--- config.mk ---
export PLATFORM = sky130hd
export DESIGN_NAME = hazard_stall_controller
export DESIGN_NICKNAME = d
export VERILOG_FILES = /design/src/rtl/hazard_stall_controller.sv
export SDC_FILE = /design/constraint.sdc
export NUM_CORES = 1
export LEC_CHECK = 0
export ABC_CLOCK_PERIOD_IN_PS = 3010
export BUFFER_PORTS_ARGS = -buffer_cell sky130_fd_sc_hd__buf_2
export CORE_MARGIN = 2
export CORE_UTILIZATION = 40
export CTS_BUF_LIST = sky130_fd_sc_hd__clkbuf_16
export DETAILED_ROUTE_END_ITERATION = 12
export PLACE_DENSITY = 0.62
export SLEW_MARGIN = 10
export SYNTH_ARGS = -nofsm -noshare
export SYNTH_HDL_FRONTEND = slang
export SYNTH_SLANG_ARGS = --single-unit
--- constraint.sdc ---
create_clock -name clk -period 3.01 [get_ports clk]
set_clock_uncertainty 0.1 [all_clocks]
set_input_delay 0.301 -clock clk [delete_from_list [all_inputs] [get_ports clk]]
set_output_delay 0.301 -clock clk [all_outputs]
set_load 0.03 [all_outputs]
--- src/rtl/hazard_stall_controller.sv ---
// hazard_stall_controller
// Load-use and mult/div structural hazard detection for the five-stage core.
// Drives PC / IF/ID / ID/EX enables, sequences the mult/div busy window and
// keeps a saturating stall-cycle counter. All control outputs are
// combinational and forced low while rst_n is asserted.
module hazard_stall_controller #(
    parameter int BIT_WIDTH  = 5,
    parameter int MD_LATENCY = 32,
    parameter int CNT_WIDTH  = 16
) (
    input  logic                 clk,
    input  logic                 rst_n,
    input  logic [BIT_WIDTH-1:0] IF_ID_Rs,
    input  logic [BIT_WIDTH-1:0] IF_ID_Rt,
    input  logic                 IF_ID_MdUse,
    input  logic [BIT_WIDTH-1:0] ID_EX_Rt,
    input  logic                 ID_EX_MemRead,
    input  logic                 ID_EX_MdStart,
    input  logic                 EX_BranchTaken,
    input  logic                 ID_Jump,
    input  logic                 StallCntClr,
    output logic                 PC_Write,
    output logic                 IF_ID_Write,
    output logic                 IF_ID_Flush,
    output logic                 ID_EX_Bubble,
    output logic                 MD_Start,
    output logic                 MD_Busy,
    output logic                 MD_Done,
    output logic [CNT_WIDTH-1:0] StallCount
);

    localparam int CW = (MD_LATENCY > 1) ? $clog2(MD_LATENCY) : 1;

    localparam logic [0:0] S_IDLE   = 1'b0;
    localparam logic [0:0] S_MD_RUN = 1'b1;

    localparam logic [CW-1:0]        LP_CNT_INIT = CW'(MD_LATENCY - 1);
    localparam logic [CNT_WIDTH-1:0] LP_SAT_MAX  = '1;

    logic [0:0]           r_state;
    logic [CW-1:0]        r_cnt;
    logic [CNT_WIDTH-1:0] r_stall_cnt;

    logic w_lu;
    logic w_st;
    logic w_stall;
    logic w_md_busy;
    logic w_md_start;
    logic w_md_done;

    // Hazard detection; a taken branch squashes the ID instruction, so it
    // cancels any stall that instruction would have caused.
    always_comb begin
        w_md_busy  = rst_n && (r_state == S_MD_RUN);
        w_md_done  = w_md_busy && (r_cnt == '0);
        // A start in MD_RUN is illegal and ignored; a squashed EX slot never starts.
        w_md_start = rst_n && (r_state == S_IDLE) && ID_EX_MdStart && !EX_BranchTaken;
        w_lu       = ID_EX_MemRead && (ID_EX_Rt != '0) &&
                     ((ID_EX_Rt == IF_ID_Rs) || (ID_EX_Rt == IF_ID_Rt));
        w_st       = IF_ID_MdUse && (w_md_busy || ID_EX_MdStart);
        w_stall    = rst_n && (w_lu || w_st) && !EX_BranchTaken;
    end

    // Pipeline register controls in priority order: branch, stall, jump, normal.
    always_comb begin
        PC_Write     = 1'b0;
        IF_ID_Write  = 1'b0;
        IF_ID_Flush  = 1'b0;
        ID_EX_Bubble = 1'b0;
        if (rst_n) begin
            if (EX_BranchTaken) begin
                PC_Write     = 1'b1;
                IF_ID_Write  = 1'b1;
                IF_ID_Flush  = 1'b1;
                ID_EX_Bubble = 1'b1;
            end else if (w_stall) begin
                ID_EX_Bubble = 1'b1;
            end else if (ID_Jump) begin
                PC_Write     = 1'b1;
                IF_ID_Write  = 1'b1;
                IF_ID_Flush  = 1'b1;
            end else begin
                PC_Write     = 1'b1;
                IF_ID_Write  = 1'b1;
            end
        end
    end

    assign MD_Start   = w_md_start;
    assign MD_Busy    = w_md_busy;
    assign MD_Done    = w_md_done;
    assign StallCount = r_stall_cnt;

    // Mult/div busy sequencer: MD_LATENCY busy cycles after the start cycle.
    always_ff @(posedge clk or negedge rst_n) begin
        if (!rst_n) begin
            r_state <= S_IDLE;
            r_cnt   <= '0;
        end else begin
            case (r_state)
                S_IDLE: begin
                    if (w_md_start) begin
                        r_state <= S_MD_RUN;
                        r_cnt   <= LP_CNT_INIT;
                    end
                end
                S_MD_RUN: begin
                    if (r_cnt == '0) begin
                        r_state <= S_IDLE;
                    end else begin
                        r_cnt <= r_cnt - CW'(1);
                    end
                end
                default: begin
                    r_state <= S_IDLE;
                    r_cnt   <= '0;
                end
            endcase
        end
    end

    // Saturating stall-cycle counter; clear wins over a concurrent stall.
    always_ff @(posedge clk or negedge rst_n) begin
        if (!rst_n) begin
            r_stall_cnt <= '0;
        end else if (StallCntClr) begin
            r_stall_cnt <= '0;
        end else if (w_stall && (r_stall_cnt != LP_SAT_MAX)) begin
            r_stall_cnt <= r_stall_cnt + CNT_WIDTH'(1);
        end
    end

endmodule

==> impl_metrics.xml, run 1 <==
<?xml version="1.0" encoding="UTF-8"?>
<metrics>
  <group name="die">
    <metric name="core.rowCount" unit="">21</metric>
    <metric name="dieWidth" unit="um">63.06</metric>
    <metric name="starting_density_of_the_core" unit="%">41.81</metric>
    <metric name="io-pin-count" unit="">46</metric>
    <metric name="floorplan.die.height" unit="um">63.06</metric>
    <metric name="die_area" unit="um^2">3976</metric>
    <metric name="core" unit="um^2">3337</metric>
  </group>
  <group name="placed_design">
    <metric name="place_hpwl" unit="um">2389</metric>
    <metric name="port_buffers" unit="">45</metric>
    <metric name="global_placement_routability_congestion" unit="">0.8275</metric>
  </group>
  <group name="min_path">
    <metric name="timing.hold.worst.class" unit="">in2reg</metric>
  </group>
  <group name="yosys">
    <metric name="ys_dominant_reg_cell" unit="">sky130_fd_sc_hd__dfrtp_1</metric>
    <metric name="synth.distinct_cells" unit="">41</metric>
    <metric name="synth-warning-count" unit="">0</metric>
    <metric name="synth_top_family_by_area" unit="">simple AND/OR/NAND/NOR gates</metric>
    <metric name="post_synth.cell_area_avg" unit="um^2">9.059</metric>
    <metric name="synth_sequential_area_ratio" unit="%">39.46</metric>
    <metric name="synth-compound-area-share" unit="%">15.52</metric>
    <metric name="syn-num-nets" unit="">180</metric>
    <metric name="synthesis.area" unit="um^2">1395</metric>
    <metric name="yosys.area_share.xor_xnor" unit="%">8.789</metric>
    <metric name="synthMuxAreaShare" unit="%">3.139</metric>
    <metric name="synthAdderAreaFrac" unit="%">2.691</metric>
    <metric name="synth_seq_cells" unit="">22</metric>
    <metric name="syn_inst_count" unit="">154</metric>
    <metric name="postSynth.asyncResetShare" unit="%">100.0</metric>
    <metric name="post_synthesis_simple_gate_area_fraction" unit="%">26.28</metric>
    <metric name="number_of_enable_flip_flop_cells_after_synthesis" unit="">0</metric>
  </group>
  <group name="clock_network">
    <metric name="max-clock-path-buffers" unit="">2</metric>
    <metric name="worst_skew_pair.late_latency" unit="ps">250</metric>
    <metric name="cts_buffers" unit="">3</metric>
    <metric name="count_of_cells_resized_by_post_cts_repair" unit="">0</metric>
    <metric name="cts_setup_buffers" unit="">0</metric>
    <metric name="tritoncts_num_sinks" unit="">22</metric>
    <metric name="cts.root.buffer_cell" unit="">sky130_fd_sc_hd__clkbuf_16</metric>
    <metric name="holdBufCountCts" unit="">1</metric>
    <metric name="h-tree-depth" unit="">1</metric>
    <metric name="clkSlewWorstSetupHoldPaths" unit="ps">60</metric>
    <metric name="cts_tree" unit="">yes</metric>
  </group>
  <group name="power_and_ir_drop">
    <metric name="vdd_drop_max" unit="mV">0.2782</metric>
    <metric name="share_seq_of_total_power" unit="%">43.5</metric>
    <metric name="relative_contribution_of_combinational_cells_to_total_power" unit="%">25.0</metric>
    <metric name="power_switching_share" unit="%">29.87</metric>
    <metric name="clock_power_share" unit="%">31.5</metric>
    <metric name="total_switching_power" unit="mW">0.2556</metric>
    <metric name="pwr_density_cell" unit="nW/um^2">493.0</metric>
    <metric name="leakage" unit="nW">0.8266</metric>
    <metric name="power_report.internal_total" unit="mW">0.6000</metric>
  </group>
  <group name="global_route">
    <metric name="antenna_found_initial" unit="">0</metric>
    <metric name="grt_max_degree" unit="">28</metric>
    <metric name="first_pass_grt_wire_length" unit="um">5602</metric>
    <metric name="grt_overflow" unit="">0</metric>
    <metric name="first_global_vias" unit="">1222</metric>
    <metric name="track_usage" unit="%">16.94</metric>
  </group>
  <group name="final_layout">
    <metric name="final_layout_size_suffix_gt1_share" unit="%">28.28</metric>
    <metric name="layout-area-overhead-vs-synth" unit="%">24.39</metric>
    <metric name="layout_commonest_cell" unit="">sky130_fd_sc_hd__buf_2</metric>
    <metric name="layout_common_cells" unit="">sky130_fd_sc_hd__buf_2, sky130_fd_sc_hd__dfrtp_1, sky130_fd_sc_hd__nand2_1</metric>
    <metric name="antenna_cells_inserted" unit="">0</metric>
    <metric name="finish.net_count" unit="">226</metric>
  </group>
  <group name="job">
    <metric name="max_cap_viol_count" unit="">0</metric>
  </group>
  <group name="sta">
    <metric name="grt_setup_unrepaired" unit="">no</metric>
    <metric name="slew_headroom" unit="%">71.46</metric>
    <metric name="final_period_minus_worst_setup_slack" unit="ps">2644</metric>
    <metric name="fmax" unit="MHz">378.2</metric>
    <metric name="whs" unit="ps">332.1</metric>
    <metric name="hold_viol" unit="">0</metric>
    <metric name="report.final.setup_viol" unit="">0</metric>
    <metric name="tightestPinTransition" unit="ps">426.9</metric>
    <metric name="final_min_period_over_clock_period" unit="%">87.85</metric>
    <metric name="post_route_setup_tns" unit="ps">0</metric>
    <metric name="slew_violations" unit="">0</metric>
  </group>
  <group name="route">
    <metric name="viasPerCell" unit="">5.332</metric>
    <metric name="drt_pass1_iterations" unit="">4</metric>
    <metric name="post-route-drc-count" unit="">0</metric>
    <metric name="num_vias" unit="">1301</metric>
    <metric name="postRouteAntennaNets" unit="">0</metric>
    <metric name="first_iter_violations" unit="">14</metric>
    <metric name="routed_wire_length_per_instance" unit="um">12.92</metric>
    <metric name="wirelength" unit="um">3152</metric>
  </group>
  <group name="worst_setup_path">
    <metric name="cp_max_fo" unit="">27</metric>
    <metric name="worst_path_required_time" unit="ps">3040</metric>
    <metric name="worstPathArrival" unit="ps">2680</metric>
    <metric name="end_kind" unit="">flip-flop</metric>
    <metric name="worst-setup-path-type" unit="">in2reg</metric>
    <metric name="worst_setup_path_start_kind" unit="">input pin</metric>
  </group>
  <group name="status">
    <metric name="outcome" unit="">complete, no violations</metric>
  </group>
</metrics>
[per-layer routing]
| layer | global-route usage (%) | vias up | share of wire, % |
|---|---|---|---|
| met1 | 23.15 | 616 | 46 |
| met5 | 0 | - | 0 |
| met4 | 4.167 | 0 | 0.67 |
| met2 | 28.86 | 38 | 48 |
| met3 | 1.607 | 2 | 5.5 |
| li1 | - | 645 | - |
[registers in the layout, summed over array words and instances, names as in the netlist]
register    count
StallCount     16
r_cnt           5
r_state         1
[cells by family after synthesis]
logic type,after synthesis
buffers and inverters,12
AO/OA/AOI/OAI,33
flip-flops,22
XOR/XNOR,14
AND/OR/NAND/NOR,66
adder cells (fa/ha/maj),3
multiplexers,4
[worst max-delay path, stage by stage]
cell and delay, ps:
sky130_fd_sc_hd__dlygate4sd3_1 520, sky130_fd_sc_hd__buf_2 270, sky130_fd_sc_hd__nand2_1 110, sky130_fd_sc_hd__inv_1 70
sky130_fd_sc_hd__o21ai_0 120, sky130_fd_sc_hd__or3b_1 380, sky130_fd_sc_hd__o21a_4 210, sky130_fd_sc_hd__nor4_1 320
sky130_fd_sc_hd__mux2_2 370
[path summary, 6_finish.rpt]
kind                       slack (ps)                         end                       from  cells after the start
setup reg to reg                  470  StallCount[15]$_DFFE_PN0P_  StallCount[0]$_DFFE_PN0P_                      7
setup / recovery                  370  StallCount[15]$_DFFE_PN0P_                      rst_n                      9
max in group asynchronous        1940   StallCount[4]$_DFFE_PN0P_                      rst_n                      3
hold reg to reg                   400        r_cnt[0]$_DFFE_PN0P_       r_cnt[0]$_DFFE_PN0P_                      1
min in group asynchronous         360        r_cnt[0]$_DFFE_PN0P_                      rst_n                      2
hold / removal                    330   StallCount[1]$_DFFE_PN0P_                StallCntClr                      2
[power by group through the flow]
| stage | clock (mW) | sequential, mW | combinational, mW |
|---|---|---|---|
| after CTS | 0.280 | 0.372 | 0.216 |
| after global routing | 0.296 | 0.380 | 0.240 |
| after detailed placement | 0 | 0.376 | 0.213 |
| final | 0.270 | 0.372 | 0.214 |
| after floorplan | 0 | 0.371 | 0.155 |
| after global placement | 0 | 0.375 | 0.208 |
[Yosys cell counts (2+ instances only)]
cell / n / area, um^2
sky130_fd_sc_hd__nor4_1: 4 / 25.02
sky130_fd_sc_hd__nand4_1: 4 / 25.02
sky130_fd_sc_hd__or3b_1: 2 / 17.52
sky130_fd_sc_hd__o21a_1: 3 / 22.52
sky130_fd_sc_hd__nand2_1: 15 / 56.30
sky130_fd_sc_hd__and4_4: 2 / 22.52
sky130_fd_sc_hd__mux2_2: 3 / 33.78
sky130_fd_sc_hd__dfrtp_1: 22 / 550.5
sky130_fd_sc_hd__a21oi_1: 10 / 50.05
sky130_fd_sc_hd__xor2_1: 13 / 113.9
sky130_fd_sc_hd__nand3_1: 5 / 25.02
sky130_fd_sc_hd__or3_1: 5 / 31.28
sky130_fd_sc_hd__ha_1: 3 / 37.54
sky130_fd_sc_hd__and2_1: 2 / 12.51
sky130_fd_sc_hd__nor3_1: 4 / 20.02
sky130_fd_sc_hd__o31ai_1: 3 / 22.52
sky130_fd_sc_hd__nor2_1: 11 / 41.29
sky130_fd_sc_hd__clkbuf_1: 2 / 7.510
sky130_fd_sc_hd__o31a_1: 2 / 17.52
sky130_fd_sc_hd__nor2b_1: 3 / 18.77
sky130_fd_sc_hd__or4_1: 4 / 30.03
sky130_fd_sc_hd__o21ai_0: 8 / 40.04
sky130_fd_sc_hd__inv_1: 6 / 22.52
[metrics by stage]
step	instance area, um^2	power (mW)	utilization, %	setup WS, ps	instances
2_1_floorplan	1395	0.5259	-	518.1	154
3_3_place_gp	1650	0.5831	49.46	553.4	240
3_5_place_dp	1650	0.5895	49.46	459.8	240
4_1_cts	1735	0.8673	52.01	331.5	244
5_1_grt	1735	0.9166	52.01	154.7	244
6_report	1735	0.8555	52.01	365.7	244
[final cells by class]
type	count	area (um^2)
flip-flops and latches	22	550.5
clock buffers	3	75.07
fillers	319	1602
multi-input cells	120	787.0
inverters	6	22.52
well taps	46	57.56
repair buffers	47	242.7
Note: power is estimated with default switching activity, not from simulation.
==> inputs of run 2 (changes only) <==
--- a/config.mk
+++ b/config.mk
@@ -6,5 +6,5 @@
 export NUM_CORES = 1
 export LEC_CHECK = 0
-export ABC_CLOCK_PERIOD_IN_PS = 3010
+export ABC_CLOCK_PERIOD_IN_PS = 3100
 export BUFFER_PORTS_ARGS = -buffer_cell sky130_fd_sc_hd__buf_2
 export CORE_MARGIN = 2
==> constraint.sdc (replaced) <==
create_clock -name clk -period 3.1 [get_ports clk]
set_clock_uncertainty 0.1 [all_clocks]
set_input_delay 0.465 -clock clk [delete_from_list [all_inputs] [get_ports clk]]
set_output_delay 0.465 -clock clk [all_outputs]
set_load 0.03 [all_outputs]
==> run 2 against run 1 <==
  * Combinational power fell by 3%
  * Power decreased by 2.0%
  * Global-route usage rose by 0.97 points
  * Final cell count grew 0.41%
  * Clock-buffer cell count did not move
  * Hold slack better by 72 ps
  * Utilization grew 0.11 points
  * Worst setup slack got worse by 43 ps
==> impl_metrics.xml, run 2 (synthesis gave the netlist of run 1 again) <==
<?xml version="1.0" encoding="UTF-8"?>
<metrics>
  <group name="sta">
    <metric name="grt_setup_unrepaired" unit="">no</metric>
    <metric name="slew_headroom" unit="%">71.28</metric>
    <metric name="slew_violations" unit="">0</metric>
    <metric name="post_route_setup_tns" unit="ps">0</metric>
    <metric name="fmax" unit="MHz">360.0</metric>
    <metric name="final_period_minus_worst_setup_slack" unit="ps">2777</metric>
    <metric name="final_min_period_over_clock_period" unit="%">89.60</metric>
    <metric name="hold_viol" unit="">0</metric>
    <metric name="report.final.setup_viol" unit="">0</metric>
    <metric name="tightestPinTransition" unit="ps">429.6</metric>
  </group>
  <group name="route">
    <metric name="postRouteAntennaNets" unit="">0</metric>
    <metric name="post-route-drc-count" unit="">0</metric>
    <metric name="num_vias" unit="">1312</metric>
    <metric name="drt_pass1_iterations" unit="">4</metric>
    <metric name="routed_wire_length_per_instance" unit="um">13.38</metric>
    <metric name="first_iter_violations" unit="">15</metric>
    <metric name="wirelength" unit="um">3279</metric>
    <metric name="viasPerCell" unit="">5.355</metric>
  </group>
  <group name="worst_setup_path">
    <metric name="worstPathArrival" unit="ps">2210</metric>
    <metric name="worst_r2r_startpoint" unit="">StallCount[0]$_DFFE_PN0P_</metric>
    <metric name="depth_of_the_worst_register_to_register_path" unit="">7</metric>
    <metric name="end_kind" unit="">primary output</metric>
    <metric name="critPathCapture" unit="">IF_ID_Flush</metric>
    <metric name="critical_path.slowest_cell" unit="">sky130_fd_sc_hd__dlygate4sd3_1</metric>
    <metric name="worst-setup-path-type" unit="">in2out</metric>
    <metric name="critical_path.startpoint" unit="">rst_n</metric>
    <metric name="crit-reg2reg-capture" unit="">StallCount[15]$_DFFE_PN0P_</metric>
    <metric name="timing.critical_path.cells" unit="">dlygate4sd3_1, buf_2, nand2_1, inv_1, o21ai_0, o21a_1, o21a_1, o21a_1, buf_2</metric>
    <metric name="worst_setup_path_start_kind" unit="">input pin</metric>
    <metric name="critical_path.max_stage_delay" unit="ps">540</metric>
    <metric name="reg2reg_setup_slack" unit="ps">560</metric>
    <metric name="cp_max_fo" unit="">9</metric>
    <metric name="worst_path_required_time" unit="ps">2530</metric>
    <metric name="critical-path-top-cell-by-count" unit="">sky130_fd_sc_hd__o21a_1</metric>
  </group>
  <group name="final_layout">
    <metric name="finish.utilization" unit="%">52.12</metric>
    <metric name="finish.net_count" unit="">226</metric>
    <metric name="largest_register_ffs" unit="">16</metric>
    <metric name="fillCellCount" unit="">331</metric>
    <metric name="antenna_cells_inserted" unit="">0</metric>
    <metric name="layout_commonest_cell" unit="">sky130_fd_sc_hd__buf_2</metric>
    <metric name="layout-area-overhead-vs-synth" unit="%">24.66</metric>
    <metric name="ff_latch_area" unit="um^2">550.5</metric>
    <metric name="finalNonFillerCells" unit="">245</metric>
    <metric name="layout_common_cells" unit="">sky130_fd_sc_hd__buf_2, sky130_fd_sc_hd__dfrtp_1, sky130_fd_sc_hd__nand2_1</metric>
    <metric name="final_layout_size_suffix_gt1_share" unit="%">28.14</metric>
    <metric name="multi_input_area" unit="um^2">787.0</metric>
    <metric name="final_design_area_no_fill" unit="um^2">1739</metric>
  </group>
  <group name="die">
    <metric name="io-pin-count" unit="">46</metric>
    <metric name="core" unit="um^2">3337</metric>
    <metric name="floorplan.die.height" unit="um">63.06</metric>
    <metric name="dieWidth" unit="um">63.06</metric>
    <metric name="die_area" unit="um^2">3976</metric>
    <metric name="starting_density_of_the_core" unit="%">41.81</metric>
    <metric name="core.rowCount" unit="">21</metric>
  </group>
  <group name="global_route">
    <metric name="grt_max_degree" unit="">28</metric>
    <metric name="first_global_vias" unit="">1291</metric>
    <metric name="antenna_found_initial" unit="">0</metric>
    <metric name="track_usage" unit="%">17.91</metric>
    <metric name="grt_overflow" unit="">0</metric>
    <metric name="first_pass_grt_wire_length" unit="um">5830</metric>
  </group>
  <group name="min_path">
    <metric name="timing.hold.worst.class" unit="">reg2reg</metric>
  </group>
  <group name="placed_design">
    <metric name="port_buffers" unit="">45</metric>
    <metric name="global_placement_routability_congestion" unit="">0.8231</metric>
    <metric name="post-place-cells" unit="">240</metric>
    <metric name="place_hpwl" unit="um">2477</metric>
    <metric name="dpl_cell_area" unit="um^2">1650</metric>
  </group>
  <group name="clock_network">
    <metric name="cts.root.buffer_cell" unit="">sky130_fd_sc_hd__clkbuf_16</metric>
    <metric name="clkSlewWorstSetupHoldPaths" unit="ps">60</metric>
    <metric name="count_of_cells_resized_by_post_cts_repair" unit="">0</metric>
    <metric name="tritoncts_num_sinks" unit="">22</metric>
    <metric name="worst_skew_pair.late_latency" unit="ps">250</metric>
    <metric name="cts_buffers" unit="">3</metric>
    <metric name="h-tree-depth" unit="">1</metric>
    <metric name="max-clock-path-buffers" unit="">2</metric>
    <metric name="cts_tree" unit="">yes</metric>
  </group>
  <group name="status">
    <metric name="outcome" unit="">complete, no violations</metric>
  </group>
  <group name="power_and_ir_drop">
    <metric name="vdd_drop_max" unit="mV">0.2634</metric>
    <metric name="pwr_density_cell" unit="nW/um^2">482.2</metric>
    <metric name="leakage" unit="nW">0.8281</metric>
    <metric name="design_power_total" unit="mW">0.8386</metric>
  </group>
  <group name="job">
    <metric name="max_cap_viol_count" unit="">0</metric>
  </group>
</metrics>
-- run 2: cell type report --
class	count	area share (%)
clock buffer	3	4.317
clock inverter	1	0.2158
inverter	6	1.295
multi-input combinational	120	45.25
sequential	22	31.65
tap	46	3.309
timing repair buffer	47	13.96
-- run 2: worst min-delay path by stage --
| stage | slack [ps] | cells after the start | end | startpoint |
|---|---|---|---|---|
| 6_report | 400 | 1 | r_cnt[0]$_DFFE_PN0P_ | r_cnt[0]$_DFFE_PN0P_ |
| 3_3_place_gp | 210 | 1 | r_cnt[2]$_DFFE_PN0P_ | rst_n |
| 5_1_grt | 440 | 1 | r_cnt[0]$_DFFE_PN0P_ | r_cnt[0]$_DFFE_PN0P_ |
| 3_5_place_dp | 220 | 1 | r_cnt[2]$_DFFE_PN0P_ | rst_n |
| 2_1_floorplan | 70 | 0 | StallCount[0]$_DFFE_PN0P_ | rst_n |
| 4_1_cts | 400 | 1 | r_cnt[0]$_DFFE_PN0P_ | r_cnt[0]$_DFFE_PN0P_ |
-- run 2: worst max-delay path, delay by kind of cell --
kind	cells	cell delay, ps
and+or+nand+nor	1	100
AOI/OAI and AO/OA	4	690
buffers and inverters	4	970
-- run 2: through the flow --
stage / hold slack [ps] / setup WS [ps]
after floorplan: 69.41 / 608.1
after global placement: 211.8 / 642.5
after detailed placement: 217.1 / 567.7
after CTS: 404.1 / 272.2
after global routing: 442.2 / 172.7
final: 404.4 / 322.5
-- run 2: timing repair --
action / CTS / global route
endpoints found under the hold margin: 3 / 0
buffers inserted: 0 / 0
hold buffers: 1 / 0
-- run 2: power breakdown --
| part | internal, mW | leakage [nW] | total, mW | switching (mW) |
|---|---|---|---|---|
| sequential | 0.328 | 0.290 | 0.361 | 0.0326 |
| clock | 0.172 | 0.0385 | 0.271 | 0.0991 |
| combinational | 0.0846 | 0.499 | 0.207 | 0.122 |
-- run 2: metal layers --
metal | part of all wire [%] | GRT usage (%)
met1 | 43 | 21.70
met2 | 49 | 32.45
met3 | 6.3 | 3.571
met4 | 1.1 | 4.167
met5 | 0 | 0
==> inputs of run 3 (changes only) <==
CAP_MARGIN = 20   (was unset)
GPL_TIMING_DRIVEN = 0   (was unset)
==> run 3 against run 2 <==
  * Combinational power is 2% higher
  * Die area unchanged
  * Wire length is 0.91% higher
  * Critical endpoint is now StallCount[11]$_DFFE_PN0P_
==> impl_metrics.xml, run 3 (synthesis gave the netlist of run 1 again) <==
<?xml version="1.0" encoding="UTF-8"?>
<metrics>
  <group name="status">
    <metric name="outcome" unit="">complete, no violations</metric>
  </group>
  <group name="final_layout">
    <metric name="antenna_cells_inserted" unit="">0</metric>
    <metric name="finalNonFillerCells" unit="">247</metric>
    <metric name="layout_commonest_cell" unit="">sky130_fd_sc_hd__buf_2</metric>
    <metric name="finish.net_count" unit="">229</metric>
    <metric name="layout-area-overhead-vs-synth" unit="%">25.29</metric>
    <metric name="largest_register_ffs" unit="">16</metric>
    <metric name="final_layout_size_suffix_gt1_share" unit="%">28.36</metric>
    <metric name="finish.utilization" unit="%">52.38</metric>
    <metric name="final_design_area_no_fill" unit="um^2">1748</metric>
    <metric name="layout_common_cells" unit="">sky130_fd_sc_hd__buf_2, sky130_fd_sc_hd__dfrtp_1, sky130_fd_sc_hd__nand2_1</metric>
  </group>
  <group name="power_and_ir_drop">
    <metric name="leakage" unit="nW">0.8306</metric>
    <metric name="vdd_drop_max" unit="mV">0.2200</metric>
    <metric name="pwr_density_cell" unit="nW/um^2">478.2</metric>
    <metric name="design_power_total" unit="mW">0.8359</metric>
  </group>
  <group name="clock_network">
    <metric name="count_of_cells_resized_by_post_cts_repair" unit="">0</metric>
    <metric name="cts_tree" unit="">yes</metric>
    <metric name="cts_buffers" unit="">3</metric>
    <metric name="holdBufCountCts" unit="">0</metric>
    <metric name="tritoncts_num_sinks" unit="">22</metric>
    <metric name="worst_skew_pair.late_latency" unit="ps">250</metric>
    <metric name="cts_setup_buffers" unit="">0</metric>
    <metric name="cts.root.buffer_cell" unit="">sky130_fd_sc_hd__clkbuf_16</metric>
    <metric name="clkSlewWorstSetupHoldPaths" unit="ps">60</metric>
    <metric name="h-tree-depth" unit="">1</metric>
    <metric name="max-clock-path-buffers" unit="">2</metric>
  </group>
  <group name="global_route">
    <metric name="grt_max_degree" unit="">28</metric>
    <metric name="antenna_found_initial" unit="">0</metric>
    <metric name="grt_overflow" unit="">0</metric>
    <metric name="first_pass_grt_wire_length" unit="um">5664</metric>
    <metric name="track_usage" unit="%">17.61</metric>
    <metric name="first_global_vias" unit="">1232</metric>
  </group>
  <group name="worst_setup_path">
    <metric name="cp_max_fo" unit="">10</metric>
    <metric name="end_kind" unit="">flip-flop</metric>
    <metric name="worst_path_required_time" unit="ps">3140</metric>
    <metric name="critical_path.slowest_cell" unit="">sky130_fd_sc_hd__dfrtp_1</metric>
    <metric name="timing.critical_path.cells" unit="">ha_1, and4_1, nand4_1, or3b_1, o21a_4, buf_6, nor3_1, mux2_2</metric>
    <metric name="critical_path_buf_inv_count" unit="">1</metric>
    <metric name="reg2reg_setup_slack" unit="ps">580</metric>
    <metric name="depth_of_the_worst_register_to_register_path" unit="">8</metric>
    <metric name="worst_setup_path_start_kind" unit="">flip-flop</metric>
    <metric name="worstPathArrival" unit="ps">2560</metric>
    <metric name="critical_path.max_stage_delay" unit="ps">410</metric>
    <metric name="worstSetupPathDepth" unit="">8</metric>
    <metric name="cell_family_with_most_cp_delay" unit="">simple AND/OR/NAND/NOR gates</metric>
    <metric name="worst_r2r_startpoint" unit="">StallCount[0]$_DFFE_PN0P_</metric>
    <metric name="worst-setup-path-type" unit="">reg2reg</metric>
    <metric name="crit-reg2reg-capture" unit="">StallCount[11]$_DFFE_PN0P_</metric>
  </group>
  <group name="sta">
    <metric name="post_layout_worst_setup_margin" unit="ps">576.1</metric>
    <metric name="post_route_setup_tns" unit="ps">0</metric>
    <metric name="final_period_minus_worst_setup_slack" unit="ps">2524</metric>
    <metric name="tightestPinTransition" unit="ps">575.7</metric>
    <metric name="slew_violations" unit="">0</metric>
    <metric name="slew_headroom" unit="%">61.62</metric>
    <metric name="whs" unit="ps">106.3</metric>
    <metric name="grt_setup_unrepaired" unit="">no</metric>
    <metric name="hold_viol" unit="">0</metric>
    <metric name="fmax" unit="MHz">396.2</metric>
    <metric name="report.final.setup_viol" unit="">0</metric>
    <metric name="final_min_period_over_clock_period" unit="%">81.42</metric>
  </group>
  <group name="placed_design">
    <metric name="port_buffers" unit="">44</metric>
    <metric name="place_hpwl" unit="um">2542</metric>
    <metric name="post-place-cells" unit="">244</metric>
    <metric name="place_worst_setup_slack" unit="ps">284.6</metric>
    <metric name="global_placement_routability_congestion" unit="">0.8158</metric>
    <metric name="dpl_cell_area" unit="um^2">1673</metric>
  </group>
  <group name="route">
    <metric name="drt_pass1_iterations" unit="">4</metric>
    <metric name="first_iter_violations" unit="">16</metric>
    <metric name="num_vias" unit="">1305</metric>
    <metric name="routed_wire_length_per_instance" unit="um">13.40</metric>
    <metric name="viasPerCell" unit="">5.283</metric>
    <metric name="wirelength" unit="um">3309</metric>
    <metric name="post-route-drc-count" unit="">0</metric>
    <metric name="postRouteAntennaNets" unit="">0</metric>
  </group>
  <group name="die">
    <metric name="starting_density_of_the_core" unit="%">41.81</metric>
    <metric name="io-pin-count" unit="">46</metric>
    <metric name="floorplan.die.height" unit="um">63.06</metric>
    <metric name="core" unit="um^2">3337</metric>
    <metric name="die_area" unit="um^2">3976</metric>
    <metric name="core.rowCount" unit="">21</metric>
    <metric name="dieWidth" unit="um">63.06</metric>
  </group>
  <group name="job">
    <metric name="max_cap_viol_count" unit="">0</metric>
  </group>
  <group name="min_path">
    <metric name="timing.hold.worst.class" unit="">in2async</metric>
  </group>
</metrics>
## run 3: cell types whose count changed in the layout (fill, tap and decap cells not counted)
cell                            change
sky130_fd_sc_hd__buf_1              +1
sky130_fd_sc_hd__dlygate4sd3_1      -1
sky130_fd_sc_hd__clkbuf_1           +2
sky130_fd_sc_hd__clkinv_1           -1
sky130_fd_sc_hd__buf_6              +1
## run 3: power breakdown
group          total (mW)  internal, mW  switching, mW  leakage [nW]
sequential          0.360         0.328         0.0313         0.290
combinational       0.211        0.0860          0.125         0.503
clock               0.266         0.170         0.0954        0.0370
## run 3: final cells by class
type / count / area [um^2]
fillers: 339 / 1589
well taps: 46 / 57.56
inverters: 6 / 22.52
flip-flops and latches: 22 / 550.5
multi-input cells: 120 / 787.0
plain buffers: 6 / 35.03
repair buffers: 44 / 220.2
clock buffers: 3 / 75.07
## run 3: how the worst max path moves through the flow
stage,startpoint,to,slack (ps)
global placement,rst_n,StallCount[15]$_DFFE_PN0P_,360
finish,StallCount[0]$_DFFE_PN0P_,StallCount[11]$_DFFE_PN0P_,580
detailed placement,rst_n,StallCount[11]$_DFFE_PN0P_,280
CTS,rst_n,StallCount[11]$_DFFE_PN0P_,550
floorplan,StallCount[0]$_DFFE_PN0P_,StallCount[11]$_DFFE_PN0P_,610
global route,rst_n,StallCount[11]$_DFFE_PN0P_,410
## run 3: per-layer routing
metal	routed length [um]	GRT usage, %
met1	1518	23.00
met2	1585	29.52
met3	173	2.857
met4	32	6.111
met5	0	0
